==> config.mk <==
export PLATFORM = sky130hd
export DESIGN_NAME = nvme_queue_ctrl
export DESIGN_NICKNAME = d
export VERILOG_FILES = /design/src/rtl/nvme_queue_ctrl.sv
export SDC_FILE = /design/constraint.sdc
export NUM_CORES = 1
export LEC_CHECK = 0
export CAP_MARGIN = 10
export CORE_UTILIZATION = 40
export CTS_CLUSTER_SIZE = 14
export DETAILED_ROUTE_END_ITERATION = 8
export GPL_TIMING_DRIVEN = 0
export HOLD_SLACK_MARGIN = 0.08
export PLACE_DENSITY = 0.7
export REMOVE_ABC_BUFFERS = 1
export SYNTH_ARGS = -nofsm -noshare
export SYNTH_HDL_FRONTEND = slang
export SYNTH_SLANG_ARGS = --single-unit
==> constraint.sdc <==
create_clock -name user_clk -period 7.75 [get_ports user_clk]
set_input_delay 1.1625 -clock user_clk [delete_from_list [all_inputs] [get_ports user_clk]]
set_output_delay 1.1625 -clock user_clk [all_outputs]
set_load 0.05 [all_outputs]
==> src/rtl/nvme_queue_ctrl.sv <==
// NVMe doorbell controller: link bring-up, per-queue SQ tail / CQ head tracking,
// one doorbell write per accepted request, with a doorbell-completion timeout.
module nvme_queue_ctrl #(
  parameter int          NUM_QUEUES  = 4,
  parameter int          QUEUE_DEPTH = 16,
  parameter int          DSTRD       = 0,
  parameter logic [63:0] DB_BASE     = 64'h1000,
  parameter int          DB_TIMEOUT  = 1024,
  localparam int         QW = (NUM_QUEUES > 1) ? $clog2(NUM_QUEUES) : 1,
  localparam int         PW = (QUEUE_DEPTH > 1) ? $clog2(QUEUE_DEPTH) : 1
) (
  input  logic          user_clk,
  input  logic          user_reset_n,
  input  logic          user_lnk_up,
  output logic          start_config,
  input  logic          cfg_done,
  input  logic          sq_req_valid,
  input  logic [QW-1:0] sq_req_qid,
  output logic          sq_req_ready,
  input  logic          cq_req_valid,
  input  logic [QW-1:0] cq_req_qid,
  output logic          cq_req_ready,
  output logic          sq_reject,
  output logic          cq_reject,
  output logic          db_write,
  output logic [63:0]   db_addr,
  output logic [31:0]   db_value,
  input  logic          db_done,
  output logic          err,
  output logic [3:0]    ctl_state
);

  localparam int            TW      = $clog2(DB_TIMEOUT + 1);
  localparam int            SH      = 2 + DSTRD;
  localparam logic [QW:0]   NQ      = (QW + 1)'(NUM_QUEUES);
  localparam logic [PW-1:0] P_ONE   = PW'(1);
  localparam logic [PW-1:0] P_LAST  = PW'(QUEUE_DEPTH - 1);
  localparam logic [TW-1:0] T_ONE   = TW'(1);
  localparam logic [TW-1:0] T_LAST  = TW'(DB_TIMEOUT - 1);

  typedef enum logic [3:0] {
    WAIT_LNKUP = 4'd0,
    START_CFG  = 4'd1,
    WAIT_CFG   = 4'd2,
    IDLE       = 4'd3,
    DB_WAIT    = 4'd4,
    ERROR      = 4'd5
  } state_t;

  state_t state, state_nxt;

  logic [PW-1:0] sq_tail     [NUM_QUEUES];
  logic [PW-1:0] cq_head     [NUM_QUEUES];
  logic [PW-1:0] outstanding [NUM_QUEUES];
  logic [TW-1:0] tmo_cnt;

  logic          sq_ok, cq_ok;
  logic [QW-1:0] sq_idx, cq_idx;
  logic [PW-1:0] sq_tail_nxt, cq_head_nxt;
  logic          do_sq, do_cq, rej_sq, rej_cq, go_error;

  assign sq_ok  = {1'b0, sq_req_qid} < NQ;
  assign cq_ok  = {1'b0, cq_req_qid} < NQ;
  assign sq_idx = sq_ok ? sq_req_qid : '0;
  assign cq_idx = cq_ok ? cq_req_qid : '0;

  assign sq_tail_nxt = (sq_tail[sq_idx] == P_LAST) ? '0 : sq_tail[sq_idx] + P_ONE;
  assign cq_head_nxt = (cq_head[cq_idx] == P_LAST) ? '0 : cq_head[cq_idx] + P_ONE;

  // Consume wins over submit, so submit only sees ready when no consume is pending.
  assign cq_req_ready = (state == IDLE);
  assign sq_req_ready = (state == IDLE) && !cq_req_valid;
  assign start_config = (state == START_CFG);
  assign ctl_state    = state;

  always_comb begin
    state_nxt = state;
    do_sq     = 1'b0;
    do_cq     = 1'b0;
    rej_sq    = 1'b0;
    rej_cq    = 1'b0;
    go_error  = 1'b0;
    case (state)
      WAIT_LNKUP: state_nxt = START_CFG;
      START_CFG:  state_nxt = WAIT_CFG;
      WAIT_CFG:   if (cfg_done) state_nxt = IDLE;
      IDLE: begin
        if (cq_req_valid) begin
          if (cq_ok && (outstanding[cq_idx] != '0)) begin
            do_cq     = 1'b1;
            state_nxt = DB_WAIT;
          end else begin
            rej_cq = 1'b1;
          end
        end else if (sq_req_valid) begin
          if (sq_ok && (outstanding[sq_idx] != P_LAST)) begin
            do_sq     = 1'b1;
            state_nxt = DB_WAIT;
          end else begin
            rej_sq = 1'b1;
          end
        end
      end
      DB_WAIT: begin
        if (db_done) begin
          state_nxt = IDLE;
        end else if (tmo_cnt == T_LAST) begin
          state_nxt = ERROR;
          go_error  = 1'b1;
        end
      end
      ERROR:   state_nxt = ERROR;
      default: state_nxt = WAIT_LNKUP;
    endcase
  end

  always_ff @(posedge user_clk or negedge user_reset_n) begin
    if (!user_reset_n) begin
      state <= WAIT_LNKUP;
    end else if (!user_lnk_up) begin
      state <= WAIT_LNKUP;
    end else begin
      state <= state_nxt;
    end
  end

  // A link drop clears everything exactly like reset, abandoning any doorbell in flight.
  always_ff @(posedge user_clk or negedge user_reset_n) begin
    if (!user_reset_n) begin
      for (int i = 0; i < NUM_QUEUES; i++) begin
        sq_tail[i]     <= '0;
        cq_head[i]     <= '0;
        outstanding[i] <= '0;
      end
      tmo_cnt   <= '0;
      db_write  <= 1'b0;
      db_addr   <= '0;
      db_value  <= '0;
      sq_reject <= 1'b0;
      cq_reject <= 1'b0;
      err       <= 1'b0;
    end else if (!user_lnk_up) begin
      for (int i = 0; i < NUM_QUEUES; i++) begin
        sq_tail[i]     <= '0;
        cq_head[i]     <= '0;
        outstanding[i] <= '0;
      end
      tmo_cnt   <= '0;
      db_write  <= 1'b0;
      db_addr   <= '0;
      db_value  <= '0;
      sq_reject <= 1'b0;
      cq_reject <= 1'b0;
      err       <= 1'b0;
    end else begin
      db_write  <= do_sq | do_cq;
      sq_reject <= rej_sq;
      cq_reject <= rej_cq;
      if (do_cq) begin
        cq_head[cq_idx]     <= cq_head_nxt;
        outstanding[cq_idx] <= outstanding[cq_idx] - P_ONE;
        db_addr             <= DB_BASE + (64'({cq_idx, 1'b1}) << SH);
        db_value            <= 32'(cq_head_nxt);
      end else if (do_sq) begin
        sq_tail[sq_idx]     <= sq_tail_nxt;
        outstanding[sq_idx] <= outstanding[sq_idx] + P_ONE;
        db_addr             <= DB_BASE + (64'({sq_idx, 1'b0}) << SH);
        db_value            <= 32'(sq_tail_nxt);
      end
      if (do_sq | do_cq) begin
        tmo_cnt <= '0;
      end else if ((state == DB_WAIT) && !db_done && !go_error) begin
        tmo_cnt <= tmo_cnt + T_ONE;
      end
      if (go_error) begin
        err <= 1'b1;
      end
    end
  end

endmodule

==> impl_metrics.env <==
export IMPL_drt_total_wl_um=10500
export IMPL_busiest_layer="met2"
export IMPL_cts_hold_buf=0
export IMPL_critPathKind="input pin to flip-flop"
export IMPL_synth_compound_area_frac=0.107
export IMPL_clkPwrFrac=0.387
export IMPL_gp_congestion=0.902
export IMPL_ios=118
export IMPL_p_int_uw=757
export IMPL_synth_area_sq_um=5020
export IMPL_r2r_slack_ns=4.58
export IMPL_core_area_sq_um=12100
export IMPL_pwr_share_comb=0.252
export IMPL_cts_resized=0
export IMPL_ctsHtreeMaxLevel=3
export IMPL_setup_viol=0
export IMPL_rsz0062_at_grt="no"
export IMPL_post_cts_setup_buffer_count=0
export IMPL_use_met2=0.270
export IMPL_syn_avg_cell_area_sq_um=10.1
export IMPL_yosys_register_bits=74
export IMPL_grt_pass1_vias=3418
export IMPL_diodes=0
export IMPL_ir_drop_v=0.000121
export IMPL_fmax_mhz=207
export IMPL_synth_area_top_cells="dfrtp_1, buf_4, mux4_2"
export IMPL_p_sw_uw=405
export IMPL_layout_nets=528
export IMPL_dieArea_sq_um=13000
export IMPL_synth_edf_count=0
export IMPL_outcome="complete, no violations"
export IMPL_synth_top_cell_by_area="dfrtp_1"
export IMPL_cap_violations=0
export IMPL_area_growth_pct=7.46
export IMPL_period_share=0.622
export IMPL_synth_flop_cell="dfrtp_1"
export IMPL_start_kind="input pin"
export IMPL_seq_area_frac_synth=0.369
export IMPL_critical_path_required_ns=7.98
export IMPL_switching_share=0.349
export IMPL_clock_root_buffer="clkbuf_16"
export IMPL_synth_top_area_share=0.369
export IMPL_grt_first_pass_wirelength_um=17000
export IMPL_wl_per_cell_um=15.3
export IMPL_end_kind="flip-flop"
export IMPL_synth_top_family_by_area="buffers and inverters"
export IMPL_synthArstFlopShare=1.00
export IMPL_yosysUniqueCellTypes=64
export IMPL_p_leak_uw=0.00237
export IMPL_antenna_left=0
export IMPL_synth_simple_gate_area_share=0.169
export IMPL_grt_max_degree=54
export IMPL_hold_slack_ns=0.484
export IMPL_dp_hpwl_um=7490
export IMPL_dpl_cell_area_sq_um=5070
export IMPL_antenna_found_initial=0
export IMPL_initial_core_util=0.414
export IMPL_period_needed_ns=4.82
export IMPL_grt_use_total=0.169
export IMPL_seqPwrFrac=0.361
export IMPL_yosys_warnings=0
export IMPL_drive_gt1_frac=0.110
export IMPL_gr_usage_met1=0.221
export IMPL_fillers=1165
export IMPL_clock_skew_ns=0.00827
export IMPL_portBuffers=28
export IMPL_worst_slew_pin_slew_ns=1.18
export IMPL_power_density_nw_per_um2=216
export IMPL_cp_max_fo=20
export IMPL_synth_fa_ha_area_frac=0.0125
export IMPL_stdcell_area_sq_um=5390
export IMPL_use_met3=0.0542
export IMPL_holdCritPathClass="flip-flop to flip-flop"
export IMPL_grt_overflow=0
export IMPL_drv_slew=0
export IMPL_synth_xor_area_frac=0.0262
export IMPL_insertion_delay_ns=0.34
export IMPL_rows=40
export IMPL_dr_pass1_iters=5
export IMPL_path_clk_slew_ns=0.06
export IMPL_drc=0
export IMPL_num_vias=3585
export IMPL_chipHeight_um=114
export IMPL_crit_arrival_ns=5.05
export IMPL_finalHoldViolations=0
export IMPL_dr_first_iter_drc_count=233
export IMPL_maxSlewHeadroom=0.210
export IMPL_die_width_um=114
export IMPL_synth_area_mux_share=0.144
export IMPL_cts_buffer_depth=2
export IMPL_cts_tree="yes"
export IMPL_synthCells=496
export IMPL_cts_made_buffers=9
export IMPL_cts_sinks=74
export IMPL_setup_tns_final_ns=0
export IMPL_avgViaCountPerCell=5.24
==> final cells by class <==
class / instances / area (sq um) / area share
Multi-Input combinational cell: 384 / 2640 / 0.489
Tap cell: 168 / 210 / 0.0390
Clock inverter: 5 / 78.8 / 0.0146
Inverter: 13 / 48.8 / 0.00905
Sequential cell: 74 / 1850 / 0.344
Timing Repair Buffer: 30 / 325 / 0.0604
Clock buffer: 10 / 239 / 0.0443
==> registers in the layout (all words and copies together), names as in the netlist <==
register,cells
cq_head,16
ctl_state,3
db_write,1
outstanding,16
cq_reject,1
sq_tail,16
err,1
tmo_cnt,11
db_addr,4
db_value,4
sq_reject,1
==> through the flow <==
stage | setup WS (ns) | utilization | instances | total power (uW)
finish | 2.93 | 0.445 | 684 | 1160
global route | 2.59 | 0.445 | 684 | 1210
CTS | 2.90 | 0.445 | 684 | 1170
detailed placement | 2.56 | 0.419 | 669 | 717
global placement | 2.59 | 0.415 | 667 | 711
floorplan | 4.30 | - | 471 | 642
==> synthesized netlist by cell type, drive strengths merged, types with 8 or more instances <==
| master | count |
|---|---|
| a21oi | 13 |
| buf | 104 |
| clkbuf | 9 |
| dfrtp | 74 |
| inv | 12 |
| mux2 | 12 |
| mux2i | 25 |
| mux4 | 15 |
| nand2 | 35 |
| nand3 | 12 |
| nor2 | 46 |
| nor3 | 8 |
| nor4 | 10 |
| xnor2 | 10 |
==> layout by cell type (no fill, tap or decap), types with 4 or more instances in the layout <==
cell type        instances
conb_1                  89
nand4_1                  6
nor3_1                   7
mux2_1                   5
or3_1                    5
nor2_1                  45
xnor2_1                 10
mux4_2                  15
clkbuf_16                9
and3_1                   4
nand2b_1                 4
o32ai_1                  7
mux2i_1                 25
nand3_1                 11
ha_1                     5
clkdlybuf4s50_1         27
nor2b_1                  6
o22ai_1                  6
a211oi_1                 4
xor2_1                   5
dfrtp_1                 74
mux2_2                   7
o21ai_0                  4
nand2_1                 35
nor4_1                   8
a21oi_1                 13
inv_1                   12
==> worst paths after layout <==
check,from,end,depth (start not counted)
max,cq_req_qid[0],outstanding[9]$_DFFE_PN0P_,9
min,db_addr[12]$_DFFE_PN0P_,db_addr[12]$_DFFE_PN0P_,2
max reg2reg,outstanding[4]$_DFFE_PN0P_,outstanding[7]$_DFFE_PN0P_,6
min reg2reg,db_addr[12]$_DFFE_PN0P_,db_addr[12]$_DFFE_PN0P_,2
max in group asynchronous,user_reset_n,outstanding[8]$_DFFE_PN0P_,2
min in group asynchronous,user_reset_n,cq_head[15]$_DFFE_PN0P_,1
==> power groups by stage <==
stage	sequential, uW	combinational, uW	clock [uW]
finish	420	293	450
global route	422	310	476
CTS	419	292	456
detailed placement	426	291	0
global placement	426	286	0
floorplan	453	188	0
==> cell families (layout without fill, tap and decap cells) <==
kind of cell,Yosys count,after routing
adder cells (fa/ha/maj),5,5
AND/OR/NAND/NOR,157,157
XOR/XNOR,15,15
buffers and inverters,126,58
AO/OA/AOI/OAI,66,66
multiplexers,52,52
other,1,89
flip-flops,74,74
==> metal layers <==
| layer | vias up | wire length (um) |
|---|---|---|
| met4 | 0 | 129 |
| met5 | - | 0 |
| met3 | 23 | 771 |
| met2 | 168 | 4900 |
| met1 | 1768 | 4670 |
| li1 | 1626 | - |
==> worst max-delay path: stages <==
cell	delay, ns
clkdlybuf4s50_1	1.26
mux4_2	0.68
inv_1	0.09
ha_1	0.22
nor2b_1	0.17
and3_1	0.48
or4_1	0.46
nand3_2	0.19
mux2_2	0.33
No activity file was read; power rests on OpenSTA's default activity.
==> RTL change: new RTL, same flow settings <==
`DB_TIMEOUT`: 1024 -> 4096.
--- a/src/rtl/nvme_queue_ctrl.sv
+++ b/src/rtl/nvme_queue_ctrl.sv
@@ -5,7 +5,7 @@
   parameter int          QUEUE_DEPTH = 16,
   parameter int          DSTRD       = 0,
   parameter logic [63:0] DB_BASE     = 64'h1000,
-  parameter int          DB_TIMEOUT  = 1024,
+  parameter int          DB_TIMEOUT  = 4096,
   localparam int         QW = (NUM_QUEUES > 1) ? $clog2(NUM_QUEUES) : 1,
   localparam int         PW = (QUEUE_DEPTH > 1) ? $clog2(QUEUE_DEPTH) : 1
 ) (
Check against the original RTL: no difference found for any inputs over 4 cycles, from zero or initial values and one cycle with user_reset_n low; that may be too few to reach the edited logic, so the function may still have changed.
==> RTL change against the unedited design <==
- routed wire length shrank 0.53%
- synthesized cell count grew 0.20%
- synthesized area shrank 1.9%
- clock skew grew 0.0013 ns
- setup slack lost 0.23 ns
- combinational power grew 2%
- via count grew 0.47%
- die area shrank 1.9%
- cell area shrank 0.95%
- sequential share of layout area grew 1.3 points
- power grew 3.2%
- sequential cell count grew 2
- largest cell class unchanged
==> RTL change: results (changes against the unedited design) <==
Setup path
  • CP Launch Point: cq_req_qid[0] (unchanged)
  • Crit path max fanout: 16 (was 20)
  • Worst r2r path cells: 7 (was 6)
  • Reg-to-reg startpoint: outstanding[0] (was outstanding[4])
  • Worst reg-to-reg setup slack: 4.30 ns (was 4.58 ns)
  • CP arrival: 5.27 ns (was 5.05 ns)
  • CP Capture Point: db_value[3] (was outstanding[9])

Detailed routing
  • Met2 WL: 4960 um (was 4900 um)
  • Met3 Wirelength: 696 um (was 771 um)
  • Drt first-iter violations: 271 (was 233)
  • Metal1 wirelength: 4620 um (was 4670 um)
  • Vias post-DR: 3602 (was 3585)
  • Routed WL per cell: 15.6 um (was 15.3 um)
  • Detailed Routing Iterations Pass 1: 5 (unchanged)
  • Post-route ant nets: 0 (unchanged)

Logic synthesis
  • Post-synth top cells: buf_4 (89), dfrtp_1 (76), nor2_1 (41) (was buf_4 (92), dfrtp_1 (74), nor2_1 (45))
  • Post-Synth XOR/XNOR Area: 2.67% (was 2.62%)
  • Cell variety after synth: 63 (was 64)
  • Mean Syn Cell Area: 9.90 um2 (was 10.1 um2)
  • Ranking of synthesized cells by area: dfrtp_1 (39%), buf_4 (14%), mux4_2 (7.3%) (was dfrtp_1 (37%), buf_4 (14%), mux4_2 (6.7%))
  • Ys async rst share: 100% (unchanged)
  • Synth Area in Compound Gates: 13.4% (was 10.7%)
  • Synth Warn #: 0 (unchanged)
  • Seq/Total Area, Yosys: 38.7% (was 36.9%)
  • Adder-Cell Fraction of Synth Area: 1.27% (was 1.25%)
  • Mux cell area share after synthesis: 12.7% (was 14.4%)

Power and ir drop
  • Maximum VDD drop: 0.107 mV (was 0.121 mV)
  • Combinational share of power: 25.0% (was 25.2%)
  • Psw: 0.411 mW (was 0.405 mW)
  • Clock net power: 0.467 mW (was 0.450 mW)
  • Leak: 2.38 nW (was 2.37 nW)

Clock tree
  • Clock transition at path regs: 0.06 ns (about the same)
  • # Post-CTS Setup Buffers: 0 (unchanged)
  • CTS resizes: 0 (unchanged)
  • Clock root buffer: clkbuf_16 (unchanged)
  • Clk Latency, worst-skew pair: 0.34 ns (about the same)
  • CTS Buf Count: 9 (unchanged)

Status
  • Status: finished, final reports clean (unchanged)

Place
  • GP Congestion: 0.881 (was 0.902)
  • Post-DP HPWL: 7130 um (was 7490 um)
  • Placed insts: 648 (was 669)

STA
  • Clock skew: 0.00960 ns (was 0.00827 ns)
  • Normalized max-slew margin: 23.9% (was 21.0%)

Global route
  • Initial antenna violation count: 0 (unchanged)
  • Global-route wire length before repair: 17200 um (was 17000 um)
  • Largest net degree at the start of global routing: 43 (was 54)
  • GRT Util Overall: 17.2% (was 16.9%)
  • Vias in the first global route: 3385 (was 3418)

Layout
  • Fin nets: 530 (was 528)
  • Fillcell total: 1145 (was 1165)
  • Share of cells above drive strength 1: 10.6% (was 11.0%)
  • Fin cells: 666 (was 684)

Hold path
  • Worst Hold End: outstanding[8] (was db_addr[12])
  • Worst Hold Launch: outstanding[8] (was db_addr[12])
  • Hold depth: 1 (was 2)
  • Worst Hold Class: flop to flop (unchanged)
-- RTL change: metal layers --
metal  vias up  global-route usage [%]
met5         -                       0
met4         0                    5.70
met3        10                    3.91
met2       170                    27.9
met1      1767                    23.0
li1       1655                       -
-- RTL change: per-stage QoR --
stage	setup WS, ns	power (mW)	area [um2]	hold slack [ns]
floorplan	4.21	0.662	4480	0.463
global placement	2.41	0.731	4940	0.481
detailed placement	2.30	0.736	4960	0.484
CTS	2.65	1.21	5300	0.492
global route	2.32	1.25	5340	0.516
finish	2.70	1.20	5340	0.493
-- RTL change: critical path, stage by stage --
cell	delay [ns]
clkdlybuf4s50_1	1.05
mux4_2	0.64
inv_1	0.08
ha_1	0.14
inv_1	0.09
o31ai_2	0.96
nand3_1	0.72
o22a_1	0.42
-- RTL change: area by class of cell --
type / instances / share of cell area, %
tap: 147 / 3.45
sequential: 76 / 35.6
inverter: 15 / 1.05
clock buffer: 11 / 4.73
clock inverter: 5 / 1.57
timing repair buffer: 31 / 6.37
multi-input combinational: 381 / 47.2
